### src/rtl/change_pkg.sv
// Shared coin constants, coin/state encodings and the coin-value helper for
// the sequential change dispenser.
package change_pkg;

  localparam int unsigned QUARTER = 25;
  localparam int unsigned DIME    = 10;
  localparam int unsigned NICKEL  = 5;

  typedef enum logic [1:0] {
    COIN_NONE    = 2'd0,
    COIN_NICKEL  = 2'd1,
    COIN_DIME    = 2'd2,
    COIN_QUARTER = 2'd3
  } coin_t;

  typedef enum logic [1:0] {
    ST_IDLE     = 2'd0,
    ST_DISPENSE = 2'd1,
    ST_DONE     = 2'd2
  } state_t;

  function automatic logic [4:0] coin_value(input coin_t c);
    case (c)
      COIN_QUARTER: coin_value = 5'(QUARTER);
      COIN_DIME:    coin_value = 5'(DIME);
      COIN_NICKEL:  coin_value = 5'(NICKEL);
      default:      coin_value = 5'd0;
    endcase
  endfunction

endpackage

### src/rtl/coin_inventory.sv
// Three saturating per-denomination inventory counters (nickel, dime, quarter)
// with a refill port and a one-coin decrement port; reset to full.
module coin_inventory #(
  parameter int INV_W = 8
) (
  input  logic             clk,
  input  logic             rst,
  input  logic             refill_valid,
  input  logic [1:0]       refill_type,
  input  logic [INV_W-1:0] refill_count,
  input  logic             dec_valid,
  input  logic [1:0]       dec_type,
  output logic [INV_W-1:0] inv_q,
  output logic [INV_W-1:0] inv_d,
  output logic [INV_W-1:0] inv_n
);

  // Counter gi serves coin type gi+1, so type 0 (none) never matches.
  for (genvar gi = 0; gi < 3; gi++) begin : gen_cnt
    localparam logic [1:0] CNT_TYPE = 2'(gi + 1);

    logic [INV_W-1:0] cnt_q;
    logic [INV_W-1:0] cnt_d;
    logic [INV_W:0]   add_v;
    logic [INV_W:0]   sub_v;
    logic [INV_W:0]   sum_v;

    // The decrement is only issued when the count is non-zero, so the sum
    // never underflows; overflow past all-ones saturates.
    always_comb begin
      add_v = '0;
      sub_v = '0;
      if (refill_valid && (refill_type == CNT_TYPE)) begin
        add_v = {1'b0, refill_count};
      end
      if (dec_valid && (dec_type == CNT_TYPE)) begin
        sub_v = (INV_W + 1)'(1);
      end
      sum_v = {1'b0, cnt_q} + add_v - sub_v;
      cnt_d = sum_v[INV_W] ? '1 : sum_v[INV_W-1:0];
    end

    always_ff @(posedge clk or negedge rst) begin
      if (!rst) begin
        cnt_q <= '1;
      end else begin
        cnt_q <= cnt_d;
      end
    end
  end

  assign inv_n = gen_cnt[0].cnt_q;
  assign inv_d = gen_cnt[1].cnt_q;
  assign inv_q = gen_cnt[2].cnt_q;

endmodule

### src/rtl/change_dispenser_seq.sv
// Greedy coin-by-coin change dispenser (quarter, dime, nickel) with a
// valid/ready request port and coin port. Define CHANGE_INVENTORY_EN to track
// per-denomination inventory; otherwise inventory is unlimited.
module change_dispenser_seq
  import change_pkg::*;
#(
  parameter int AMOUNT_W = 32,
  parameter int CNT_W    = 9,
  parameter int INV_W    = 8
) (
  input  logic                clk,
  input  logic                rst,
  input  logic                req_valid,
  output logic                req_ready,
  input  logic [AMOUNT_W-1:0] req_amount,
  output logic                coin_valid,
  input  logic                coin_ready,
  output logic [1:0]          coin_type,
  output logic                done,
  output logic [CNT_W-1:0]    quarters,
  output logic [CNT_W-1:0]    dimes,
  output logic [CNT_W-1:0]    nickels,
  output logic [AMOUNT_W-1:0] residue,
  input  logic                refill_valid,
  input  logic [1:0]          refill_type,
  input  logic [INV_W-1:0]    refill_count,
  output logic [INV_W-1:0]    inv_q,
  output logic [INV_W-1:0]    inv_d,
  output logic [INV_W-1:0]    inv_n
);

  state_t              state_q, state_d;
  logic [AMOUNT_W-1:0] remaining_q, remaining_d;
  logic [CNT_W-1:0]    qtr_cnt_q, qtr_cnt_d;
  logic [CNT_W-1:0]    dim_cnt_q, dim_cnt_d;
  logic [CNT_W-1:0]    nic_cnt_q, nic_cnt_d;
  logic [AMOUNT_W-1:0] residue_q, residue_d;

  coin_t sel_coin;
  logic  coin_fire;
  logic  avail_q, avail_d, avail_n;

`ifdef CHANGE_INVENTORY_EN
  coin_inventory #(
    .INV_W(INV_W)
  ) u_inventory (
    .clk         (clk),
    .rst         (rst),
    .refill_valid(refill_valid),
    .refill_type (refill_type),
    .refill_count(refill_count),
    .dec_valid   (coin_fire),
    .dec_type    (sel_coin),
    .inv_q       (inv_q),
    .inv_d       (inv_d),
    .inv_n       (inv_n)
  );

  assign avail_q = (inv_q != '0);
  assign avail_d = (inv_d != '0);
  assign avail_n = (inv_n != '0);
`else
  logic unused_refill;

  assign unused_refill = ^{refill_valid, refill_type, refill_count};
  assign inv_q   = '1;
  assign inv_d   = '1;
  assign inv_n   = '1;
  assign avail_q = 1'b1;
  assign avail_d = 1'b1;
  assign avail_n = 1'b1;
`endif

  // Selection depends only on registered state and inventory, so it stays
  // put during a stall unless a refill makes a larger coin available.
  always_comb begin
    sel_coin = COIN_NONE;
    if (state_q == ST_DISPENSE) begin
      if ((remaining_q >= AMOUNT_W'(QUARTER)) && avail_q && (qtr_cnt_q != '1)) begin
        sel_coin = COIN_QUARTER;
      end else if ((remaining_q >= AMOUNT_W'(DIME)) && avail_d && (dim_cnt_q != '1)) begin
        sel_coin = COIN_DIME;
      end else if ((remaining_q >= AMOUNT_W'(NICKEL)) && avail_n && (nic_cnt_q != '1)) begin
        sel_coin = COIN_NICKEL;
      end
    end
  end

  assign coin_valid = (sel_coin != COIN_NONE);
  assign coin_type  = sel_coin;
  assign coin_fire  = coin_valid && coin_ready;
  assign req_ready  = (state_q == ST_IDLE);
  assign done       = (state_q == ST_DONE);
  assign quarters   = qtr_cnt_q;
  assign dimes      = dim_cnt_q;
  assign nickels    = nic_cnt_q;
  assign residue    = residue_q;

  always_comb begin
    state_d     = state_q;
    remaining_d = remaining_q;
    qtr_cnt_d   = qtr_cnt_q;
    dim_cnt_d   = dim_cnt_q;
    nic_cnt_d   = nic_cnt_q;
    residue_d   = residue_q;
    case (state_q)
      ST_IDLE: begin
        if (req_valid) begin
          remaining_d = req_amount;
          qtr_cnt_d   = '0;
          dim_cnt_d   = '0;
          nic_cnt_d   = '0;
          residue_d   = '0;
          state_d     = ST_DISPENSE;
        end
      end
      ST_DISPENSE: begin
        if (sel_coin == COIN_NONE) begin
          residue_d = remaining_q;
          state_d   = ST_DONE;
        end else if (coin_ready) begin
          remaining_d = remaining_q - AMOUNT_W'(coin_value(sel_coin));
          case (sel_coin)
            COIN_QUARTER: qtr_cnt_d = qtr_cnt_q + 1'b1;
            COIN_DIME:    dim_cnt_d = dim_cnt_q + 1'b1;
            default:      nic_cnt_d = nic_cnt_q + 1'b1;
          endcase
        end
      end
      ST_DONE: begin
        state_d = ST_IDLE;
      end
      default: begin
        state_d = ST_IDLE;
      end
    endcase
  end

  always_ff @(posedge clk or negedge rst) begin
    if (!rst) begin
      state_q     <= ST_IDLE;
      remaining_q <= '0;
      qtr_cnt_q   <= '0;
      dim_cnt_q   <= '0;
      nic_cnt_q   <= '0;
      residue_q   <= '0;
    end else begin
      state_q     <= state_d;
      remaining_q <= remaining_d;
      qtr_cnt_q   <= qtr_cnt_d;
      dim_cnt_q   <= dim_cnt_d;
      nic_cnt_q   <= nic_cnt_d;
      residue_q   <= residue_d;
    end
  end

endmodule

### config.mk
export PLATFORM = sky130hd
export DESIGN_NAME = change_dispenser_seq
export DESIGN_NICKNAME = d
export VERILOG_FILES = /design/src/rtl/change_pkg.sv /design/src/rtl/coin_inventory.sv /design/src/rtl/change_dispenser_seq.sv
export SDC_FILE = /design/constraint.sdc
export NUM_CORES = 1
export LEC_CHECK = 0
export CORE_MARGIN = 3
export CORE_UTILIZATION = 50
export CTS_BUF_LIST = sky130_fd_sc_hd__clkbuf_16
export DETAILED_ROUTE_END_ITERATION = 8
export GPL_ROUTABILITY_DRIVEN = 1
export PLACE_DENSITY = 0.81
export REMOVE_ABC_BUFFERS = 1
export SLEW_MARGIN = 15
export SYNTH_ARGS = -nofsm -noshare
export SYNTH_HDL_FRONTEND = slang
export SYNTH_HIERARCHICAL = 1
export SYNTH_SLANG_ARGS = --single-unit
export TNS_END_PERCENT = 100
### constraint.sdc
create_clock -name clk -period 4.8 [get_ports clk]
set_input_delay 1.44 -clock clk [delete_from_list [all_inputs] [get_ports clk]]
set_output_delay 1.44 -clock clk [all_outputs]
set_load 0.01 [all_outputs]
# Word level (Yosys, flattened, before mapping)
# Cells that the tools add are included.
totals:
  regBits: 93
  mem_bits_ro: 0
  ram_bits: 0
  in_bits: 47
  output_inout_bits: 88
  latch_bits: 0
  wordCells: 73
  n_memories: 0
op_classes:
  addsub: 4
  magnitude_cmp: 3
  n_bitwise: 0
  shift: 0
  eq_ne: 15
  n_mux: 31
  n_mul: 0
  div: 0
  n_reduce_logical: 14
ops:
  columns: ["cell", "count"]
  rows:
  - ["$mux W32", 5]
  - ["$pmux W32 S2", 2]
  - ["$mux W9", 10]
  - ["$pmux W9 S2", 3]
  - ["$ge A32 B3 Y1 const B", 1]
  - ["$ge A32 B4 Y1 const B", 1]
  - ["$ge A32 B5 Y1 const B", 1]
  - ["$sub A32 B5 Y32", 1]
  - ["$add A9 B1 Y9 const B", 3]
  - ["$ne A9 B9 Y1 const B", 3]
  - ["$mux W5", 3]
  - ["$pmux W5 S3", 1]
  - ["$reduce_and A5 Y1", 3]
  - ["$mux W2", 5]
  - ["$ne A2 B2 Y1 const B", 4]
  - ["$eq A2 B2 Y1 const B", 3]
  - ["$ne A2 B1 Y1 const B", 3]
  - ["$eq A2 B1 Y1 const B", 2]
  - ["$logic_not A2 Y1", 2]
  - ["$pmux W2 S2", 1]
  - ["$reduce_and A4 Y1", 1]
  - ["$reduce_bool A2 Y1", 2]
  - ["$logic_and A1 B1 Y1", 3]
  - ["$reduce_and A3 Y1", 1]
  - ["3 further kinds", 3]

# Depth between registers and ports, before layout
depth:
  word_depth: 15
  depth_mapped: 17
  ltp_nobuf: 16

# Least setup slack after synthesis
# No wires, ideal clock.
synth_timing:
  path_kind: "register to register"
  from: "register remaining_q[23]"
  to: "register remaining_q[28]"
  path_buffers: 1
  required_ns: 4.678
  stages_incl_launch_ff: 14
  period_less_slack_ns: 4.328
  arrival_time_ns: 4.206
  setup_time_ns: 0.122
  path_slack_ns: 0.472
  cell_sequence: "dfrtp_1 -> or4_4 -> nor4_4 -> a41oi_2 -> clkbuf_1 -> nor2_1 -> nand2_1 -> fa_1 -> a21o_1 -> a21oi_1 -> o2111ai_1 -> or2_2 -> or4_1 -> a32o_1"
synth_between:
  elab_chain_len: 15
  word_cells_on_any_way: 24
  classes_between: "add/sub (1); order compare (3); eq/ne (4); mux (11); reduce/logical (5)"
synth_lines:
  columns: ["element", "line", "rtl"]
  rows:
  - ["start: declaration", "change_dispenser_seq.sv:33", "logic [AMOUNT_W-1:0] remaining_q, remaining_d;"]
  - ["start signal: assignment", "change_dispenser_seq.sv:149", "remaining_q <= remaining_d;"]
  - ["$ge A32 B3 Y1", "change_dispenser_seq.sv:83", "end else if ((remaining_q >= AMOUNT_W'(NICKEL)) && avail_n && (nic_cnt_q != '1)) begin"]
  - ["$logic_and A1 B1 Y1", "change_dispenser_seq.sv:83", null]
  - ["$mux W1", "change_dispenser_seq.sv:83", null]
  - ["$mux W2", "change_dispenser_seq.sv:81", "end else if ((remaining_q >= AMOUNT_W'(DIME)) && avail_d && (dim_cnt_q != '1)) begin"]
  - ["$mux W2", "change_dispenser_seq.sv:79", "if ((remaining_q >= AMOUNT_W'(QUARTER)) && avail_q && (qtr_cnt_q != '1)) begin"]
  - ["$mux W2", "change_dispenser_seq.sv:78", "if (state_q == ST_DISPENSE) begin"]
  - ["$eq A2 B1 Y1 or $eq A2 B2 Y1 (tied branches)", "change_pkg.sv:23", "case (c)"]
  - ["$pmux W5 S3", "change_pkg.sv:23", null]
  - ["$mux W5", "change_dispenser_seq.sv:121", "end else if (coin_ready) begin"]
  - ["$mux W5", "change_dispenser_seq.sv:118", "if (sel_coin == COIN_NONE) begin"]
  - ["$mux W5", "change_dispenser_seq.sv:106", "case (state_q)"]
  - ["$sub A32 B5 Y32", "change_dispenser_seq.sv:122", "remaining_d = remaining_q - AMOUNT_W'(coin_value(sel_coin));"]
  - ["$mux W32", "change_dispenser_seq.sv:121", null]
  - ["$mux W32", "change_dispenser_seq.sv:118", null]
  - ["$pmux W32 S2", "change_dispenser_seq.sv:106", null]
# Parallel ways exist; a longest one is shown, timed or not. The select of a mux whose other input is x is not followed.
# A chain may end at the register's enable or synchronous reset.

# Worst setup path after layout
layout_timing:
  from: "register remaining_q[23]"
  to: "output coin_valid"
layout_between:
  elab_chain_len: 7
  word_cells_on_any_way: 11
  classes_between: "order compare (3); mux (4); reduce/logical (4)"
layout_lines:
  columns: ["element", "line", "rtl"]
  rows:
  - ["$ge A32 B3 Y1", "change_dispenser_seq.sv:83", null]
  - ["$logic_and A1 B1 Y1", "change_dispenser_seq.sv:83", null]
  - ["$mux W1", "change_dispenser_seq.sv:83", null]
  - ["$mux W2", "change_dispenser_seq.sv:81", null]
  - ["$mux W2 *", "change_dispenser_seq.sv:79", null]
  - ["$mux W2 *", "change_dispenser_seq.sv:78", null]
  - ["$reduce_bool A2 Y1 *", "change_dispenser_seq.sv:89", "assign coin_valid = (sel_coin != COIN_NONE);"]
  - ["end: declaration", "change_dispenser_seq.sv:16", "output logic coin_valid,"]
# Every way passes the cells marked *; elsewhere a longest branch is shown, timed or not.

==> summary.txt <==
worst r2r dst - remaining_q[28]$_DFFE_PN0P_
Area Growth Syn to Fin - 25.7%
number of global-route vias before repair - 4866
CP Launch Type - flip-flop
Die Wd - 110 um
largest net degree at the start of global routing - 80
clock tree from TritonCTS - done
hold buffers post-CTS - 0
clk sink count - 93
Max IR drop VDD - 0.193 mV
CP endpoint - coin_valid
max-cap violation count - 0
GP Congestion - 0.871
Cell Area, Synth - 5420 sq um
synthesis-stage register bit count - 93
FFs w/ async S/R, synth - 100%
wire per inst - 17.6 um
post-synth top area share - 42.9%
clock insertion delay at the later pin of the skew report - 350 ps
clock skew - 7.31 ps
fmax - 0.218 GHz
Initial DRC Count - 517
via/cell ratio - 6.09
CP max-delay cell - or4_4
internal power - 0.00164 W
final WL - 14800 um
Synth Area in Simple Gates - 25.3%
Top FF cell, synth - dfrtp_1
final setup violation count - 0
worst-path cell chain - or4_4 > nor4_4 > a41oi_1 > nor3_2 > nor2_1 > clkdlybuf4s50_1
cell count along the critical path - 6
Met3 Wirelength - 1030 um
CP Data Required Time - 3360 ps
number of gates resized after CTS - 0
fin crit share - 95.6%
htree depth - 3
Sequential Power Share - 43.1%
Initial Util - 52.1%
CTS Buf Count - 9
Critical Path Start - remaining_q[23]$_DFFE_PN0P_
YS warnings - 6
Slew Limit Fails - 0
layout cells sized above 1 - 7.53%
Crit Path Max Fanout - 8
actual slew at the worst max-slew pin - 1010 ps
top routing layer in use - met4
switching pwr - 0.000729 W
PortBufs - 99
Clock power frac - 34.3%
WP data arrival - 3150 ps
core area - 10400 sq um
first-pass GRT wire length - 23600 um
Max Buffers Root-to-Sink - 2
postcts setup bufs - 0
io pins - 135
worst reg2reg path depth - 14
synth unique cells - 65
M1 WL - 6420 um
nets@finish - 758
Post-Synth Adder-Cell Area - 2.91%
total negative slack - 0 ps
cell count after placement - 824
cell family with most CP delay - simple AND/OR/NAND/NOR gates
Gate power share - 22.6%
clk slew on worst S/H paths - 60 ps
ANT nets after route - 0
die height - 110 um
reg2reg setup slack - 330 ps
met2 wire len - 6960 um
largest family of logic cells by synthesized area - simple AND/OR/NAND/NOR gates
final core occ - 65.4%
start-to-end type of the worst setup path - reg -> out
Setup crit end kind - primary output
syn_area_per_cell - 8.92 sq um
die area - 12100 sq um
CTS root buf - clkbuf_16
mux cell area share after synthesis - 1.13%
Min Hold Slack - 521 ps
Post-synth EDFFs - 0
drt drc - 0
Switching Share - 30.8%
GRT Total Usage - 24.9%
DR pass1 iterations - 5
worst path buffer plus inverter count - 1
Cell Rows - 37
Synth area leaders - dfrtp_1 (43%), nand2_1 (7.2%), o21ai_0 (4.0%)
diodes inserted - 0
status - finished clean
fin area - 6820 sq um
Compound-Gate Fraction of Synth Area - 19.8%
antenna violations before repair - 0
post-synthesis xor/xnor area fraction - 1.45%
P_leak - 2.82 nW
RSZ-0062 raised after global routing - no
hold crit path type - reg -> reg
Syn Inst Count - 608
slowest stage delay, CP - 590 ps
register area share after synthesis - 42.9%
hpwl dp - 10000 um
Final Hold Violating Endpoints - 0
shortest period the worst path allows - 4590 ps
grt total ovfl - 0
Worst slew margin - 32.7%
Vias - 5115
Non-Filler Instances - 840
RR Startpoint - remaining_q[23]$_DFFE_PN0P_
Post-DP Area - 6470 sq um
Synth area leader - dfrtp_1
pwr dens - 347 nW/um^2
==> metal layers <==
metal / track usage [%] / vias up
met2: 39.7 / 232
li1: - / 2368
met5: 0 / -
met4: 10.0 / 0
met1: 33.7 / 2478
met3: 4.48 / 37
==> tightest hold or removal path, cell delays in order, from the launching register on <==
cell	delay, ps
dfrtp_1	380
nand2_1	60
o21ai_1	50
==> layout make-up <==
type	count	area, sq um
multi-input cells	473	2840
repair buffers	115	1110
clock buffers	9	225
inverters	7	26.3
well taps	136	170
flip-flops and latches	93	2330
clock inverters	7	114
fillers	843	3600
==> cell families after synthesis <==
kind of cell	count (synthesis)
buffers and inverters	65
AO/OA/AOI/OAI	154
multiplexers	6
other	1
AND/OR/NAND/NOR	268
XOR/XNOR	9
adder cells (fa/ha/maj)	12
flip-flops	93
==> stage by stage <==
stage	power, W	setup WS (ps)
finish	0.00237	212
global route	0.00249	98.6
CTS	0.00236	146
detailed placement	0.00155	367
global placement	0.00152	461
floorplan	0.00135	281
==> power by group through the flow <==
stage                     sequential [W]  clock, W  combinational [W]
final                            0.00102  0.000812           0.000535
after global routing             0.00103  0.000855           0.000600
after CTS                        0.00101  0.000819           0.000531
after detailed placement         0.00103         0           0.000526
after global placement           0.00102         0           0.000504
after floorplan                  0.00100         0           0.000343
==> placed cells by master (no fill, tap or decap), types with 8 or more instances in the layout <==
cell type        Yosys  routed
o22ai_1              8       8
and3_1               8       8
or3_1               13      13
nor2_1              41      41
or4_1               10      10
clkdlybuf4s50_1      0      98
nor3_1              22      21
o211ai_1            11      11
a21oi_1             27      27
ha_1                11      11
buf_4               25      17
nand3_1             26      26
dfrtp_1             93      93
clkbuf_16            0       9
o32a_1               9       9
nand4_1              9       9
conb_1               1      24
nor4_1               8       8
o21ai_0             43      43
nand2_1            104     104
==> synthesized netlist by cell type, types with 9 or more instances <==
library cell,instances
nand2_1,104
or3_1,13
nor2_1,41
a21oi_1,27
buf_4,25
o32a_1,9
or4_1,10
dfrtp_1,93
o211ai_1,11
nand4_1,9
ha_1,11
nor3_1,22
nand3_1,26
clkbuf_1,24
o21ai_0,43
==> flip-flops by register name, indices dropped and copies added, names as in the netlist <==
name         cells
remaining_q     32
dimes            9
state_q          2
nickels          9
residue         32
quarters         9
==> worst min-delay path by stage <==
stage / start / to / slack (ps) / cells after the start
floorplan: remaining_q[12]$_DFFE_PN0P_ / residue[12]$_DFFE_PN0P_ / 460 / 2
global placement: remaining_q[12]$_DFFE_PN0P_ / residue[12]$_DFFE_PN0P_ / 490 / 2
detailed placement: remaining_q[28]$_DFFE_PN0P_ / residue[28]$_DFFE_PN0P_ / 500 / 2
CTS: residue[28]$_DFFE_PN0P_ / residue[28]$_DFFE_PN0P_ / 520 / 2
global route: residue[18]$_DFFE_PN0P_ / residue[18]$_DFFE_PN0P_ / 550 / 2
finish: residue[28]$_DFFE_PN0P_ / residue[28]$_DFFE_PN0P_ / 520 / 2
Power figures use the tool's default switching activity.
